`src/rtl/seq_pattern_gen_pkg.sv`:
```
// Shared definitions for the serial pattern generator and its companion detector.
// Holds the state encoding and the reset/target pattern.
package seq_pkg;

  typedef enum logic [1:0] {
    ST_IDLE = 2'b00,
    ST_SEND = 2'b01,
    ST_GAP  = 2'b10
  } state_e;

  // Reset pattern of the generator and target sequence of the detector.
  localparam logic [3:0] SEQ_DEFAULT_PATTERN = 4'b1011;

  localparam int FRAME_CNT_W = 8;
  localparam int GAP_CNT_W   = 8;

  // Width needed to hold a bit index 0..w-1 (never narrower than one bit).
  function automatic int idx_width(input int w);
    return (w > 2) ? $clog2(w) : 1;
  endfunction

endpackage

```
`src/rtl/seq_pattern_gen_if.sv`:
```
// Control and serial-output bundle of seq_pattern_gen.
// master = stimulus side, slave = generator side.
interface seq_pattern_gen_if
  import seq_pkg::*;
#(
  parameter int PATTERN_W = 4
) ();

  logic                   load;
  logic [PATTERN_W-1:0]   pattern_in;
  logic                   start;
  logic                   repeat_en;
  logic                   stop;
  logic                   sequence_out;
  logic                   valid_out;
  logic                   busy;
  logic                   done;
  logic [FRAME_CNT_W-1:0] frame_count;

  modport master (
    output load, pattern_in, start, repeat_en, stop,
    input  sequence_out, valid_out, busy, done, frame_count
  );

  modport slave (
    input  load, pattern_in, start, repeat_en, stop,
    output sequence_out, valid_out, busy, done, frame_count
  );

endinterface

```
`src/rtl/seq_bit_counter.sv`:
```
// Loadable down-counter with a zero flag; used for the bit index and the gap count.
// Load has priority over decrement.
module seq_bit_counter #(
  parameter int WIDTH = 4
) (
  input  logic             clock,
  input  logic             reset,
  input  logic             load_i,
  input  logic [WIDTH-1:0] load_val_i,
  input  logic             dec_i,
  output logic [WIDTH-1:0] count_o,
  output logic             zero_o
);

  logic [WIDTH-1:0] count_q;

  // NOTE: sequential state uses non-blocking assignments so every register
  // samples the pre-edge values, independent of block ordering.
  always_ff @(posedge clock or posedge reset) begin
    if (reset) begin
      count_q <= '0;
    end else if (load_i) begin
      count_q <= load_val_i;
    end else if (dec_i) begin
      count_q <= count_q - 1'b1;
    end
  end

  assign count_o = count_q;
  assign zero_o  = (count_q == '0);

endmodule

```
`src/rtl/seq_pattern_gen.sv`:
```
// Serial pattern transmitter: shifts pattern_reg out MSB-first with a valid
// qualifier, one-shot or repeating with an optional idle gap between frames.
module seq_pattern_gen
  import seq_pkg::*;
#(
  parameter int                   PATTERN_W       = 4,
  parameter logic [PATTERN_W-1:0] DEFAULT_PATTERN = PATTERN_W'(SEQ_DEFAULT_PATTERN),
  parameter int                   GAP_CYCLES      = 0
) (
  input logic              clock,
  input logic              reset,
  seq_pattern_gen_if.slave bus
);

  localparam int                   IDX_W     = idx_width(PATTERN_W);
  localparam logic [IDX_W-1:0]     IDX_START = IDX_W'(PATTERN_W - 2);
  localparam logic [GAP_CNT_W-1:0] GAP_LOAD  = GAP_CNT_W'(GAP_CYCLES - 1);

  state_e                 state_q, state_d;
  logic [PATTERN_W-1:0]   pattern_q, pattern_d;
  logic                   seq_q, seq_d;
  logic                   valid_q, valid_d;
  logic                   busy_q, busy_d;
  logic                   done_q, done_d;
  logic [FRAME_CNT_W-1:0] frame_q, frame_d;
  // Set while the line carries bit 0, i.e. the next edge ends the frame.
  logic                   last_q, last_d;

  logic                   bit_ld, bit_dec, bit_zero;
  logic [IDX_W-1:0]       bit_idx;
  logic                   gap_ld, gap_dec, gap_zero;
  logic [GAP_CNT_W-1:0]   gap_cnt;
  logic [PATTERN_W-1:0]   src;

  seq_bit_counter #(.WIDTH(IDX_W)) u_bit_cnt (
    .clock      (clock),
    .reset      (reset),
    .load_i     (bit_ld),
    .load_val_i (IDX_START),
    .dec_i      (bit_dec),
    .count_o    (bit_idx),
    .zero_o     (bit_zero)
  );

  seq_bit_counter #(.WIDTH(GAP_CNT_W)) u_gap_cnt (
    .clock      (clock),
    .reset      (reset),
    .load_i     (gap_ld),
    .load_val_i (GAP_LOAD),
    .dec_i      (gap_dec),
    .count_o    (gap_cnt),
    .zero_o     (gap_zero)
  );

  // A load in the start cycle transmits the freshly loaded word.
  assign src = bus.load ? bus.pattern_in : pattern_q;

  // NOTE: every signal written here gets a default first, so no path leaves
  // a value unassigned and no latch is inferred.
  always_comb begin
    state_d   = state_q;
    pattern_d = pattern_q;
    seq_d     = 1'b0;
    valid_d   = 1'b0;
    busy_d    = 1'b0;
    done_d    = 1'b0;
    frame_d   = frame_q;
    last_d    = last_q;
    bit_ld    = 1'b0;
    bit_dec   = 1'b0;
    gap_ld    = 1'b0;
    gap_dec   = 1'b0;

    unique case (state_q)
      ST_IDLE: begin
        last_d = 1'b0;
        if (bus.load) pattern_d = bus.pattern_in;
        if (bus.start) begin
          state_d = ST_SEND;
          seq_d   = src[PATTERN_W-1];
          valid_d = 1'b1;
          busy_d  = 1'b1;
          bit_ld  = 1'b1;
        end
      end

      ST_SEND: begin
        busy_d = 1'b1;
        if (last_q) begin
          frame_d = frame_q + 1'b1;
          last_d  = 1'b0;
          if (bus.repeat_en && GAP_CYCLES == 0) begin
            seq_d   = pattern_q[PATTERN_W-1];
            valid_d = 1'b1;
            bit_ld  = 1'b1;
          end else if (bus.repeat_en) begin
            state_d = ST_GAP;
            gap_ld  = 1'b1;
          end else begin
            state_d = ST_IDLE;
            busy_d  = 1'b0;
            done_d  = 1'b1;
          end
        end else begin
          seq_d   = pattern_q[bit_idx];
          valid_d = 1'b1;
          if (bit_zero) last_d  = 1'b1;
          else          bit_dec = 1'b1;
        end
      end

      ST_GAP: begin
        busy_d = 1'b1;
        if (gap_zero) begin
          state_d = ST_SEND;
          seq_d   = pattern_q[PATTERN_W-1];
          valid_d = 1'b1;
          bit_ld  = 1'b1;
        end else begin
          gap_dec = 1'b1;
        end
      end

      default: state_d = ST_IDLE;
    endcase

    // Abort wins over start, load and the end-of-frame bookkeeping.
    if (bus.stop) begin
      state_d   = ST_IDLE;
      pattern_d = pattern_q;
      seq_d     = 1'b0;
      valid_d   = 1'b0;
      busy_d    = 1'b0;
      done_d    = 1'b0;
      frame_d   = frame_q;
      last_d    = 1'b0;
      bit_ld    = 1'b0;
      bit_dec   = 1'b0;
      gap_ld    = 1'b0;
      gap_dec   = 1'b0;
    end
  end

  // NOTE: pattern_q is a single config register, not a memory array, so it
  // takes its reset value along with the rest of the state.
  always_ff @(posedge clock or posedge reset) begin
    if (reset) begin
      state_q   <= ST_IDLE;
      pattern_q <= DEFAULT_PATTERN;
      seq_q     <= 1'b0;
      valid_q   <= 1'b0;
      busy_q    <= 1'b0;
      done_q    <= 1'b0;
      frame_q   <= '0;
      last_q    <= 1'b0;
    end else begin
      state_q   <= state_d;
      pattern_q <= pattern_d;
      seq_q     <= seq_d;
      valid_q   <= valid_d;
      busy_q    <= busy_d;
      done_q    <= done_d;
      frame_q   <= frame_d;
      last_q    <= last_d;
    end
  end

  assign bus.sequence_out = seq_q;
  assign bus.valid_out    = valid_q;
  assign bus.busy         = busy_q;
  assign bus.done         = done_q;
  assign bus.frame_count  = frame_q;

endmodule

```
`src/flat_wrapper.sv`:
```
// flat-port wrapper written by rule: the top's interface ports become plain ports
module seq_pattern_gen_flat import seq_pkg::*;
#(
  parameter int                   PATTERN_W       = 4,
  parameter logic [PATTERN_W-1:0] DEFAULT_PATTERN = PATTERN_W'(SEQ_DEFAULT_PATTERN),
  parameter int                   GAP_CYCLES      = 0
)
  (clock, reset, bus_load, bus_pattern_in, bus_start, bus_repeat_en, bus_stop, bus_sequence_out, bus_valid_out, bus_busy, bus_done, bus_frame_count);
  seq_pattern_gen_if #(.PATTERN_W(PATTERN_W)) bus_i ();
  input logic clock;
  input logic reset;
  input wire logic [$bits(bus_i.load)-1:0] bus_load;
  input wire logic [$bits(bus_i.pattern_in)-1:0] bus_pattern_in;
  input wire logic [$bits(bus_i.start)-1:0] bus_start;
  input wire logic [$bits(bus_i.repeat_en)-1:0] bus_repeat_en;
  input wire logic [$bits(bus_i.stop)-1:0] bus_stop;
  output wire logic [$bits(bus_i.sequence_out)-1:0] bus_sequence_out;
  output wire logic [$bits(bus_i.valid_out)-1:0] bus_valid_out;
  output wire logic [$bits(bus_i.busy)-1:0] bus_busy;
  output wire logic [$bits(bus_i.done)-1:0] bus_done;
  output wire logic [$bits(bus_i.frame_count)-1:0] bus_frame_count;
  assign bus_i.load = bus_load;
  assign bus_i.pattern_in = bus_pattern_in;
  assign bus_i.start = bus_start;
  assign bus_i.repeat_en = bus_repeat_en;
  assign bus_i.stop = bus_stop;
  assign bus_sequence_out = bus_i.sequence_out;
  assign bus_valid_out = bus_i.valid_out;
  assign bus_busy = bus_i.busy;
  assign bus_done = bus_i.done;
  assign bus_frame_count = bus_i.frame_count;
  seq_pattern_gen #(.PATTERN_W(PATTERN_W), .DEFAULT_PATTERN(DEFAULT_PATTERN), .GAP_CYCLES(GAP_CYCLES)) u_core (.clock(clock), .reset(reset), .bus(bus_i));
endmodule
```
`config.mk`:
```
export PLATFORM = sky130hd
export DESIGN_NAME = seq_pattern_gen_flat
export DESIGN_NICKNAME = d
export VERILOG_FILES = /design/src/rtl/seq_pattern_gen_pkg.sv /design/src/rtl/seq_pattern_gen_if.sv /design/src/rtl/seq_bit_counter.sv /design/src/rtl/seq_pattern_gen.sv /design/src/flat_wrapper.sv
export SDC_FILE = /design/constraint.sdc
export NUM_CORES = 1
export LEC_CHECK = 0
export BUFFER_PORTS_ARGS = -buffer_cell sky130_fd_sc_hd__buf_2
export CAP_MARGIN = 0
export CORE_MARGIN = 3
export CORE_UTILIZATION = 51
export CTS_CLUSTER_SIZE = 10
export DETAILED_ROUTE_END_ITERATION = 10
export PLACE_DENSITY_LB_ADDON = 0.25
export SYNTH_ARGS = -nofsm -noshare
export SYNTH_HDL_FRONTEND = slang
export SYNTH_SLANG_ARGS = --single-unit
```
`constraint.sdc`:
```
create_clock -name clock -period 3.93 [get_ports clock]
set_input_delay 0.786 -clock clock [delete_from_list [all_inputs] [get_ports clock]]
set_output_delay 0.786 -clock clock [all_outputs]
set_load 0.03 [all_outputs]
```
# After elaboration in Yosys (flattened, before gate mapping)
# Cells that the tools add are included.
# totals
ram_bits,0
out_inout_bits,12
inputBits,10
latchBits,0
rom_bits,0
word_cells,74
ff_bits,29
n_memories,0
# classes
div,0
n_eq_ne,6
n_addsub,3
order_cmp,1
n_reduce_logical,9
mux,43
mul,0
shift,0
n_bitwise,1
# ops
cell,n
$mux 1,28
$mux 2,7
$pmux 1 s3,4
$add 8x1->8 const B,1
$logic_not 8->1,1
$sub 8x1->8 const B,1
$ne 3x2->1 const B,2
$ne 3x3->1 const B,2
$pmux 2 s3,1
$reduce_and 3->1,2
$logic_not 2->1,2
$mux 4,1
$reduce_and 4->1,1
$lt 2x3->1 const B,1
$reduce_bool 3->1,1
$bmux 1 s2,1
$eq 2x1->1 const B,1
$eq 2x2->1 const B,1
$pmux 1 s2,1
$reduce_and 2->1,1
$reduce_bool 2->1,1
$sub 2x1->2 const B,1
$not 1->1,1

# Depth between registers and ports, before layout
# Gate-level depths: netlist of run 1.
# depth
ltp_word,7
mapped_depth,5
mapped_depth_nobuf,5

# Cells and area by module
# Synthesis of run 1 repeated with hierarchy kept, for this count alone.
# unflattened
hier_cells,77
area_unflattened_um2,894.6
# by_module_without_submodules
mod,seq_area_each_um2,cells_each,area_each_um2,n_inst
seq_pattern_gen,429.2,64,777.0,1
seq_bit_counter,50.0,13,117.6,1

# Worst setup path before layout of run 1
# OpenSTA, ideal clock, no wires.
# synth_path
path_type,input to register
startpoint,in bus_stop
endpoint,reg u_core.u_bit_cnt.count_q[1] (netlist: u_core.u_bit_cnt.count_o[1])
path_stages,2
t_required_ns,3.806
path_slack_ns,2.150
arrival_time_ns,1.656
path_cell_list,or4b_1 -> a211o_1
# synth_via
elab_chain_cells,2
elab_cells_between_ends,4
classes_between,3 x mux; 1 x reduce/logical
# synth_rtl
item,line_no,source
start: declaration,flat_wrapper.sv:16,input wire logic [$bits(bus_i.stop)-1:0] bus_stop;
$mux 1,seq_pattern_gen.sv:128,if (bus.stop) begin
$mux 2 or $reduce_bool 2->1 (tied branches),n/a,
end signal: assignment,seq_bit_counter.sv:23,count_q <= load_val_i;
end signal: assignment,seq_bit_counter.sv:25,count_q <= count_q - 1'b1;
end: declaration,seq_bit_counter.sv:15,logic [WIDTH-1:0] count_q;
# Several ways; a longest one is shown, not always the timed one.
# A chain may end at the register's enable or synchronous reset.

# Final worst setup path of run 1
# layout_path
startpoint,reg u_core.frame_q[3] (netlist: u_core.bus.frame_count[3])
endpoint,out bus_frame_count[3]
# layout_rtl
item,line_no,source
start: declaration,seq_pattern_gen.sv:25,"logic [FRAME_CNT_W-1:0] frame_q, frame_d;"
start signal: assignment,seq_pattern_gen.sv:163,frame_q <= frame_d;
end: declaration,flat_wrapper.sv:21,output wire logic [$bits(bus_i.frame_count)-1:0] bus_frame_count;
# No word-level cell between the ends.

==> flow_summary.yaml, run 1 <==
power:
  power_w: 0.000455
  peakVddDrop_mv: 0.287
  powerDensity_nw_per_um2: 455
  leakage_nw: 0.527
synthesis:
  yosysWarnings: 0
  avgSynthCellArea_um2: 12.1
  seq_area_frac_synth_pct: 56.0
  ys_seq_elements: 19
  synth_cells: 71
  synth_cell_type_count: 24
  synth.cell_area_um2: 856
  synth_fp_nets: 83
placement:
  dp.final_hpwl_um: 1190
  dp_slack_ps: 1990
  place_congestion: 0.739
  io_buffers: 21
worst_setup_path:
  critPathTopFamily: "flip-flops"
  r2r_cells: 4
  critPathMaxStageDelay_ps: 440
  cp.required_ps: 3140
  arrival_ps: 970
  r2r_slack_ps: 2320
  cp_max_fo: 6
  crit_type: "reg2out"
  worstReg2RegStart: "u_core.u_bit_cnt.count_o[0]$_DFFE_PP0P_"
  path_cells: "buf_2"
  reg2reg_to: "u_core.u_bit_cnt.count_o[1]$_DFFE_PP0P_"
  cp-start-kind: "flip-flop"
  crit_buf_inv: 1
  endpoint_kind: "primary output"
  cp_slowest_cell: "dfrtp_1"
timing:
  tightest_slew_ps: 686
  rsz0062_at_grt: "no"
  post-route-min-period_ps: 1750
  max_freq_mhz: 570
  setup_ws_ps: 2180
  fin_setup_tns_ps: 0
  finalCritPeriodShare_pct: 44.6
  slew_violations: 0
  clock_skew_ps: 4.09
  hold_violations: 0
  setup_viol: 0
  slew_headroom_pct: 54.2
clock_network:
  cts_tree: "done"
  postCtsSetupBuffers: 0
  clk_latency_ps: 300
  cts.repair.resized: 0
  cts.reportedPaths.clkPinSlew_ps: 110
  cts_root_buffer: "clkbuf_4"
  cts_buffers: 3
  clk_path_buf_depth: 2
  cts.sinks: 19
  holdBufCountCts: 0
  htreeDepth: 1
layout:
  fin_util_pct: 64.9
  antennaDiodeCount: 0
  drive_gt1_share_pct: 36.8
  syn_to_final_growth_pct: 16.8
  nets: 108
routing:
  drtIter0Drc: 8
  via_per_inst: 5.41
  dr.pass1.iters: 4
  ant_nets: 0
  num_vias: 601
  wire_per_inst_um: 13.7
  drt_wl_total_um: 1530
  post-route-drc-count: 0
die:
  die-area_um2: 2210
  coreArea_um2: 1540
  start_util_pct: 55.5
  fp.dieW_um: 47.0
  pin_count: 22
  chipHeight_um: 47.0
  fp-row-count: 14
hold_path:
  hold_end: "u_core.bus.frame_count[7]$_DFFE_PP0P_"
  hold_depth: 1
  worstHoldPathType: "reg2reg"
  min_from: "u_core.bus.frame_count[7]$_DFFE_PP0P_"
global_route:
  grt_pass1_wl_um: 2420
  grt_remaining_overflow: 0
  grt_pass1_vias: 556
  antenna_found_initial: 0
  grt_max_degree: 20
  grt_usage_pct: 16.2
outcome:
  status: "completed"
job:
  drv_cap: 0
==> final cells by class <==
cell class	count	area, um^2
Clock buffer	4	26.3
Tap cell	16	20.0
Fill cell	119	542
Timing Repair Buffer	21	105
Inverter	4	15.0
Sequential cell	19	479
Multi-Input combinational cell	47	354
==> synthesized netlist by cell type <==
cell type   n  share of area [%]
a211o_1     1                1.0
a21oi_1     4                2.3
and2_0      1               0.73
and3_1      2                1.5
and4b_1     1                1.2
buf_4       1               0.88
dfrtp_1    16                 47
dfstp_2     3                9.2
ha_1        2                2.9
inv_1       4                1.8
mux2_2      6                7.9
mux4_2      1                2.6
nand2_1     1               0.44
nand2b_1    2                1.5
nand3_1     4                2.3
nand4_1     2                1.5
nor2_1      5                2.2
nor3_1      2                1.2
nor3b_1     1               0.88
o21ai_0     2                1.2
or2_2       1               0.73
or4b_1      1                1.2
xnor2_1     4                4.1
xor2_1      4                4.1
==> per-stage QoR <==
step	std cells	instance area, um^2	hold slack [ps]
floorplan	71	856	475
global placement	107	973	454
detailed placement	107	973	496
CTS	111	1000	514
global route	111	1000	520
finish	111	1000	494
==> state kept, by name (all words and copies together) (netlist names) <==
signal,count
u_core.bus.frame_count,8
u_core.bus.sequence_out,1
u_core.state_q,1
u_core.u_bit_cnt.count_o,2
u_core.pattern_q,4
u_core.last_q,1
u_core.bus.busy,1
u_core.bus.done,1
==> worst max-delay path by stage <==
stage | slack (ps) | start | end | cells past startpoint
after CTS | 2180 | u_core.bus.frame_count[3]$_DFFE_PP0P_ | bus_frame_count[3] | 1
after global placement | 2010 | bus_stop | u_core.u_bit_cnt.count_o[1]$_DFFE_PP0P_ | 3
after detailed placement | 1990 | bus_stop | u_core.u_bit_cnt.count_o[1]$_DFFE_PP0P_ | 3
after floorplan | 2150 | bus_stop | u_core.u_bit_cnt.count_o[1]$_DFFE_PP0P_ | 2
final | 2180 | u_core.bus.frame_count[3]$_DFFE_PP0P_ | bus_frame_count[3] | 1
after global routing | 2130 | u_core.bus.frame_count[3]$_DFFE_PP0P_ | bus_frame_count[3] | 1
==> report_power, final <==
part           switching [W]  internal, W  total (W)
Clock              0.0000587    0.0000395  0.0000982
Sequential         0.0000220     0.000227   0.000249
Combinational      0.0000550    0.0000526   0.000108
==> layer usage <==
layer	vias up	track usage, %	share of wire (%)
li1	294	-	-
met1	282	20.6	46
met2	20	24.4	45
met3	5	4.21	6.0
met4	0	9.94	2.6
met5	-	0	0
==> logic make-up after synthesis <==
logic type               share of synthesized area [%]
flip-flops                                        56.0
multiplexers                                      10.5
AND/OR/NAND/NOR                                   15.2
buffers and inverters                             2.63
AO/OA/AOI/OAI                                     4.53
adder cells (fa/ha/maj)                           2.92
XOR/XNOR                                          8.19
==> placed cells by master, fill, tap and decap left out, types with 3 or more instances in the layout <==
| cell | instances |
|---|---|
| inv_1 | 4 |
| dfstp_2 | 3 |
| mux2_2 | 6 |
| clkbuf_4 | 3 |
| buf_2 | 21 |
| nand3_1 | 4 |
| dfrtp_1 | 16 |
| nor2_1 | 5 |
| a21oi_1 | 4 |
| xnor2_1 | 4 |
| xor2_1 | 4 |
Power figures use the tool's default switching activity.
==> run 2: changes to the inputs <==
--- a/config.mk
+++ b/config.mk
@@ -8,7 +8,7 @@
 export BUFFER_PORTS_ARGS = -buffer_cell sky130_fd_sc_hd__buf_2
 export CAP_MARGIN = 0
 export CORE_MARGIN = 3
-export CORE_UTILIZATION = 51
+export CORE_UTILIZATION = 45
 export CTS_CLUSTER_SIZE = 10
 export DETAILED_ROUTE_END_ITERATION = 10
 export PLACE_DENSITY_LB_ADDON = 0.25
==> constraint.sdc (replaced) <==
create_clock -name clock -period 1.5 [get_ports clock]
set_input_delay 0.3 -clock clock [delete_from_list [all_inputs] [get_ports clock]]
set_output_delay 0.3 -clock clock [all_outputs]
set_load 0.03 [all_outputs]
==> run 2 against run 1 <==
Compared with the run above:
- combinational power rose to 3.3 times the previous value
- final cell count up 12%
- flip-flop and latch count unchanged
- global-route usage down 1.6 points
- worst hold slack worse by 490 ps
- register-to-register slack worse by 2300 ps
- critical path type is now reg2reg
- highest routed layer unchanged
- largest power group unchanged
- clock skew about the same
- die area up 12%
- wire length up 0.52%
==> flow_summary.yaml, run 2 (synthesis results as in run 1) <==
die:
  die-area_um2: 2460
  chipHeight_um: 49.6
  coreArea_um2: 1760
  fp-row-count: 15
  fp.dieW_um: 49.6
  start_util_pct: 48.5
  pin_count: 22
clock_network:
  htreeDepth: 1
  clk_path_buf_depth: 2
  clk_latency_ps: 290
  holdBufCountCts: 0
  cts.sinks: 19
  cts_tree: "done"
  cts_buffers: 3
  postCtsSetupBuffers: 0
  cts_root_buffer: "clkbuf_4"
  cts.reportedPaths.clkPinSlew_ps: 100
layout:
  layout_common_cells: "buf_2 (21), dfrtp_1 (16), mux2_2 (6)"
  fill_cells: 173
  multi_input_area_um2: 370
  syn_to_final_growth_pct: 23.5
  regArea_um2: 479
  drive_gt1_share_pct: 42.4
  layout_commonest_cell: "buf_2"
  nets: 112
  antennaDiodeCount: 0
  fin_util_pct: 59.9
  largest_register_ff_count: 8
worst_setup_path:
  cp-start-kind: "flip-flop"
  r2r_slack_ps: 20
  crit_type: "reg2reg"
  r2r_cells: 4
  arrival_ps: 1660
  endpoint_kind: "flip-flop"
  reg2reg_to: "u_core.u_bit_cnt.count_o[1]$_DFFE_PP0P_"
  cp_max_fo: 3
  worstReg2RegStart: "u_core.u_bit_cnt.count_o[0]$_DFFE_PP0P_"
  cp.required_ps: 1680
routing:
  post-route-drc-count: 0
  num_vias: 600
  via_per_inst: 4.84
  drt_wl_total_um: 1530
  dr.pass1.iters: 4
  wire_per_inst_um: 12.4
  drtIter0Drc: 7
  ant_nets: 0
timing:
  slew_headroom_pct: 80.7
  finalCritPeriodShare_pct: 98.5
  max_freq_mhz: 677
  post-route-min-period_ps: 1480
  hold_ws_ps: 8.93
  fin_setup_tns_ps: 0
  slew_violations: 0
  setup_viol: 0
  hold_violations: 0
  clock_skew_ps: 3.74
  tightest_slew_ps: 289
  setup_ws_ps: 21.9
  rsz0062_at_grt: "yes"
power:
  peakVddDrop_mv: 0.669
  powerDensity_nw_per_um2: 1180
  power_w: 0.00125
  leakage_nw: 0.547
global_route:
  grt_pass1_vias: 611
  antenna_found_initial: 0
  grt_usage_pct: 14.6
  grt_max_degree: 20
  grt_remaining_overflow: 0
  grt_pass1_wl_um: 2710
hold_path:
  worstHoldPathType: "in2async"
placement:
  dp.final_hpwl_um: 1210
  io_buffers: 21
  place_congestion: 0.780
  dp_slack_ps: -35.4
outcome:
  status: "completed"
job:
  drv_cap: 0
## run 2: cell types whose count changed in the layout (fill, tap and decap cells not counted)
cell    before  now
or4b_1       1    0
ha_4         0    1
ha_1         2    1
buf_4        0    4
or4b_4       0    1
inv_2        0    1
inv_1        4    3
## run 2: worst max-delay path by stage
stage / from / endpoint / cells after the start
2_1_floorplan: u_core.u_bit_cnt.count_o[0]$_DFFE_PP0P_ / u_core.u_bit_cnt.count_o[1]$_DFFE_PP0P_ / 4
3_3_place_gp: u_core.u_bit_cnt.count_o[0]$_DFFE_PP0P_ / u_core.u_bit_cnt.count_o[1]$_DFFE_PP0P_ / 4
3_5_place_dp: u_core.u_bit_cnt.count_o[0]$_DFFE_PP0P_ / u_core.u_bit_cnt.count_o[1]$_DFFE_PP0P_ / 4
4_1_cts: u_core.u_bit_cnt.count_o[0]$_DFFE_PP0P_ / u_core.u_bit_cnt.count_o[1]$_DFFE_PP0P_ / 4
5_1_grt: u_core.u_bit_cnt.count_o[0]$_DFFE_PP0P_ / u_core.u_bit_cnt.count_o[1]$_DFFE_PP0P_ / 4
6_report: u_core.u_bit_cnt.count_o[0]$_DFFE_PP0P_ / u_core.u_bit_cnt.count_o[1]$_DFFE_PP0P_ / 4
## run 2: cell type report
type                            instances  share of cell area (%)
Sequential cell                        19                    45.3
Tap cell                               25                    2.96
Multi-Input combinational cell         47                    35.0
Clock buffer                            4                    2.49
Timing Repair Buffer                   25                    12.8
Inverter                                4                    1.42
## run 2: worst max-delay path: stages, from the launching register on
cell	delay, ps
dfrtp_1	380
inv_2	70
ha_4	150
or4b_4	500
a211o_1	270
## run 2: what timing repair did
item,4_1_cts,5_1_grt
cloned,0,0
pin swaps,1,0
gates resized for setup,1,0
setup endpoints to repair,1,1
## run 2: report_power, final
part / switching (W) / internal (W)
sequential: 0.0000528 / 0.000594
clock: 0.000143 / 0.000103
combinational: 0.000173 / 0.000186
## run 2: routing by layer
metal | track usage, % | share of wire (%) | vias to the layer above
met5 | 0 | 0 | -
met2 | 22.2 | 48 | 14
li1 | - | - | 304
met4 | 6.91 | 2.0 | 0
met1 | 19.7 | 46 | 278
met3 | 3.02 | 4.2 | 4
## run 2: through the flow
step | cell area (um^2) | std cells
finish | 1060 | 124
global route | 1060 | 124
CTS | 1060 | 124
detailed placement | 1020 | 120
global placement | 1020 | 120
floorplan | 862 | 71
==> run 3: changes to the inputs <==
--- a/config.mk
+++ b/config.mk
@@ -12,6 +12,7 @@
 export CTS_CLUSTER_SIZE = 10
 export DETAILED_ROUTE_END_ITERATION = 10
 export PLACE_DENSITY_LB_ADDON = 0.25
+export RECOVER_POWER = 50
 export SYNTH_ARGS = -nofsm -noshare
 export SYNTH_HDL_FRONTEND = slang
 export SYNTH_SLANG_ARGS = --single-unit
==> run 3 against run 2 <==
Compared with the run above:
- maximum frequency shrank 0.13%
- global-route usage is the same
- sequential power is essentially flat
- non-clock buffer count is the same
- combinational power is essentially flat
- count of clock-buffer cells in the layout is the same
- cell area shrank 0.83%
- clock skew is essentially flat
- sequential share of layout area grew 0.38 points
- total power shrank 0.21%
==> flow_summary.yaml, run 3 (synthesis results as in run 1) <==
clock_network:
  clk_latency_ps: 290
  cts_tree: "done"
  cts_root_buffer: "clkbuf_4"
  cts.sinks: 19
  holdBufCountCts: 0
  htreeDepth: 1
  clk_path_buf_depth: 2
  postCtsSetupBuffers: 0
  cts.reportedPaths.clkPinSlew_ps: 100
  cts_buffers: 3
routing:
  ant_nets: 0
  drt_wl_total_um: 1530
  num_vias: 605
  via_per_inst: 4.88
  post-route-drc-count: 0
  wire_per_inst_um: 12.4
  drtIter0Drc: 6
  dr.pass1.iters: 4
worst_setup_path:
  cp.required_ps: 1680
  arrival_ps: 1660
  endpoint_kind: "flip-flop"
  cp_max_fo: 3
  cp-start-kind: "flip-flop"
  crit_type: "reg2reg"
timing:
  setup_viol: 0
  slew_headroom_pct: 34.8
  hold_violations: 0
  post-route-min-period_ps: 1480
  slew_violations: 0
  setup_ws_ps: 19.9
  clock_skew_ps: 3.52
  tightest_slew_ps: 979
  hold_ws_ps: 205
  max_freq_mhz: 676
  rsz0062_at_grt: "yes"
  finalCritPeriodShare_pct: 98.7
outcome:
  status: "completed"
die:
  die-area_um2: 2460
  fp.dieW_um: 49.6
  coreArea_um2: 1760
  pin_count: 22
  chipHeight_um: 49.6
  start_util_pct: 48.5
  fp-row-count: 15
power:
  powerDensity_nw_per_um2: 1190
  clkPwrFrac_pct: 19.7
  pwr-share-comb_pct: 28.6
  seqPwrFrac_pct: 51.7
  p_sw_share_pct: 29.5
  p_switching_w: 0.000369
  peakVddDrop_mv: 0.668
  leakage_nw: 0.536
  intPower_w: 0.000881
layout:
  drive_gt1_share_pct: 39.4
  syn_to_final_growth_pct: 22.5
  layout_common_cells: "buf_2 (20), dfrtp_1 (16), mux2_2 (6)"
  largest_register_ff_count: 8
  layout_commonest_cell: "buf_2"
  nets: 112
  fill_cells: 177
  antennaDiodeCount: 0
placement:
  place_congestion: 0.780
  io_buffers: 21
  dp_slack_ps: -35.4
  dp.final_hpwl_um: 1210
job:
  drv_cap: 0
global_route:
  grt_usage_pct: 14.6
  antenna_found_initial: 0
  grt_pass1_vias: 611
  grt_pass1_wl_um: 2710
  grt_remaining_overflow: 0
  grt_max_degree: 20
hold_path:
  worstHoldPathType: "in2reg"
-- run 3: power groups by stage --
stage                     clock [W]  sequential (W)  combinational [W]
final                      0.000246        0.000646           0.000357
after global routing       0.000283        0.000658           0.000406
after global placement            0        0.000653           0.000331
after detailed placement          0        0.000657           0.000344
after floorplan                   0        0.000694           0.000187
after CTS                  0.000257        0.000647           0.000365
-- run 3: area by class of cell --
| class | instances | area (um^2) | share of cell area (%) |
|---|---|---|---|
| clock buffers | 4 | 26.3 | 2.51 |
| multi-input cells | 47 | 370 | 35.3 |
| flip-flops and latches | 19 | 479 | 45.7 |
| well taps | 25 | 31.3 | 2.98 |
| inverters | 4 | 15.0 | 1.43 |
| repair buffers | 25 | 126 | 12.1 |
-- run 3: what timing repair did --
item,CTS,global route
resized for setup,1,0
setup endpoints to repair,1,1
endpoints found under the hold margin,0,0
pin swaps,1,0
-- run 3: metrics by stage --
stage                     std cells  TNS [ps]  util, %  power (W)  area [um^2]
after floorplan                  71         0        -   0.000882          862
after global placement          120         0     57.9   0.000985         1020
after detailed placement        120     -35.4     57.9    0.00100         1020
after CTS                       124         0     59.9    0.00127         1060
after global routing            124     -24.8     59.4    0.00135         1050
final                           124         0     59.4    0.00125         1050
-- run 3: path summary, 6_finish.rpt --
check | startpoint | endpoint | slack [ps] | depth (start not counted)
worst max register to register | u_core.u_bit_cnt.count_o[0]$_DFFE_PP0P_ | u_core.u_bit_cnt.count_o[1]$_DFFE_PP0P_ | 20 | 4
min in group asynchronous | reset | u_core.bus.frame_count[7]$_DFFE_PP0P_ | 280 | 3
worst min-delay path | bus_repeat_en | u_core.bus.done$_DFF_PP0_ | 210 | 2
worst max-delay path | u_core.u_bit_cnt.count_o[0]$_DFFE_PP0P_ | u_core.u_bit_cnt.count_o[1]$_DFFE_PP0P_ | 20 | 4
worst min register to register | u_core.bus.frame_count[7]$_DFFE_PP0P_ | u_core.bus.frame_count[7]$_DFFE_PP0P_ | 460 | 1
max in group asynchronous | reset | u_core.bus.frame_count[3]$_DFFE_PP0P_ | 630 | 3
-- run 3: worst max-delay path, stage by stage (launching register included) --
cell	delay, ps
dfrtp_1	380
inv_2	70
ha_4	150
or4b_4	500
a211o_1	270
-- run 3: metal layers --
metal	global-route usage, %	share of wire [%]	vias to the layer above
li1	-	-	305
met4	6.91	2.0	0
met2	22.2	47	12
met5	0	0	-
met1	19.7	47	284
met3	3.02	3.6	4
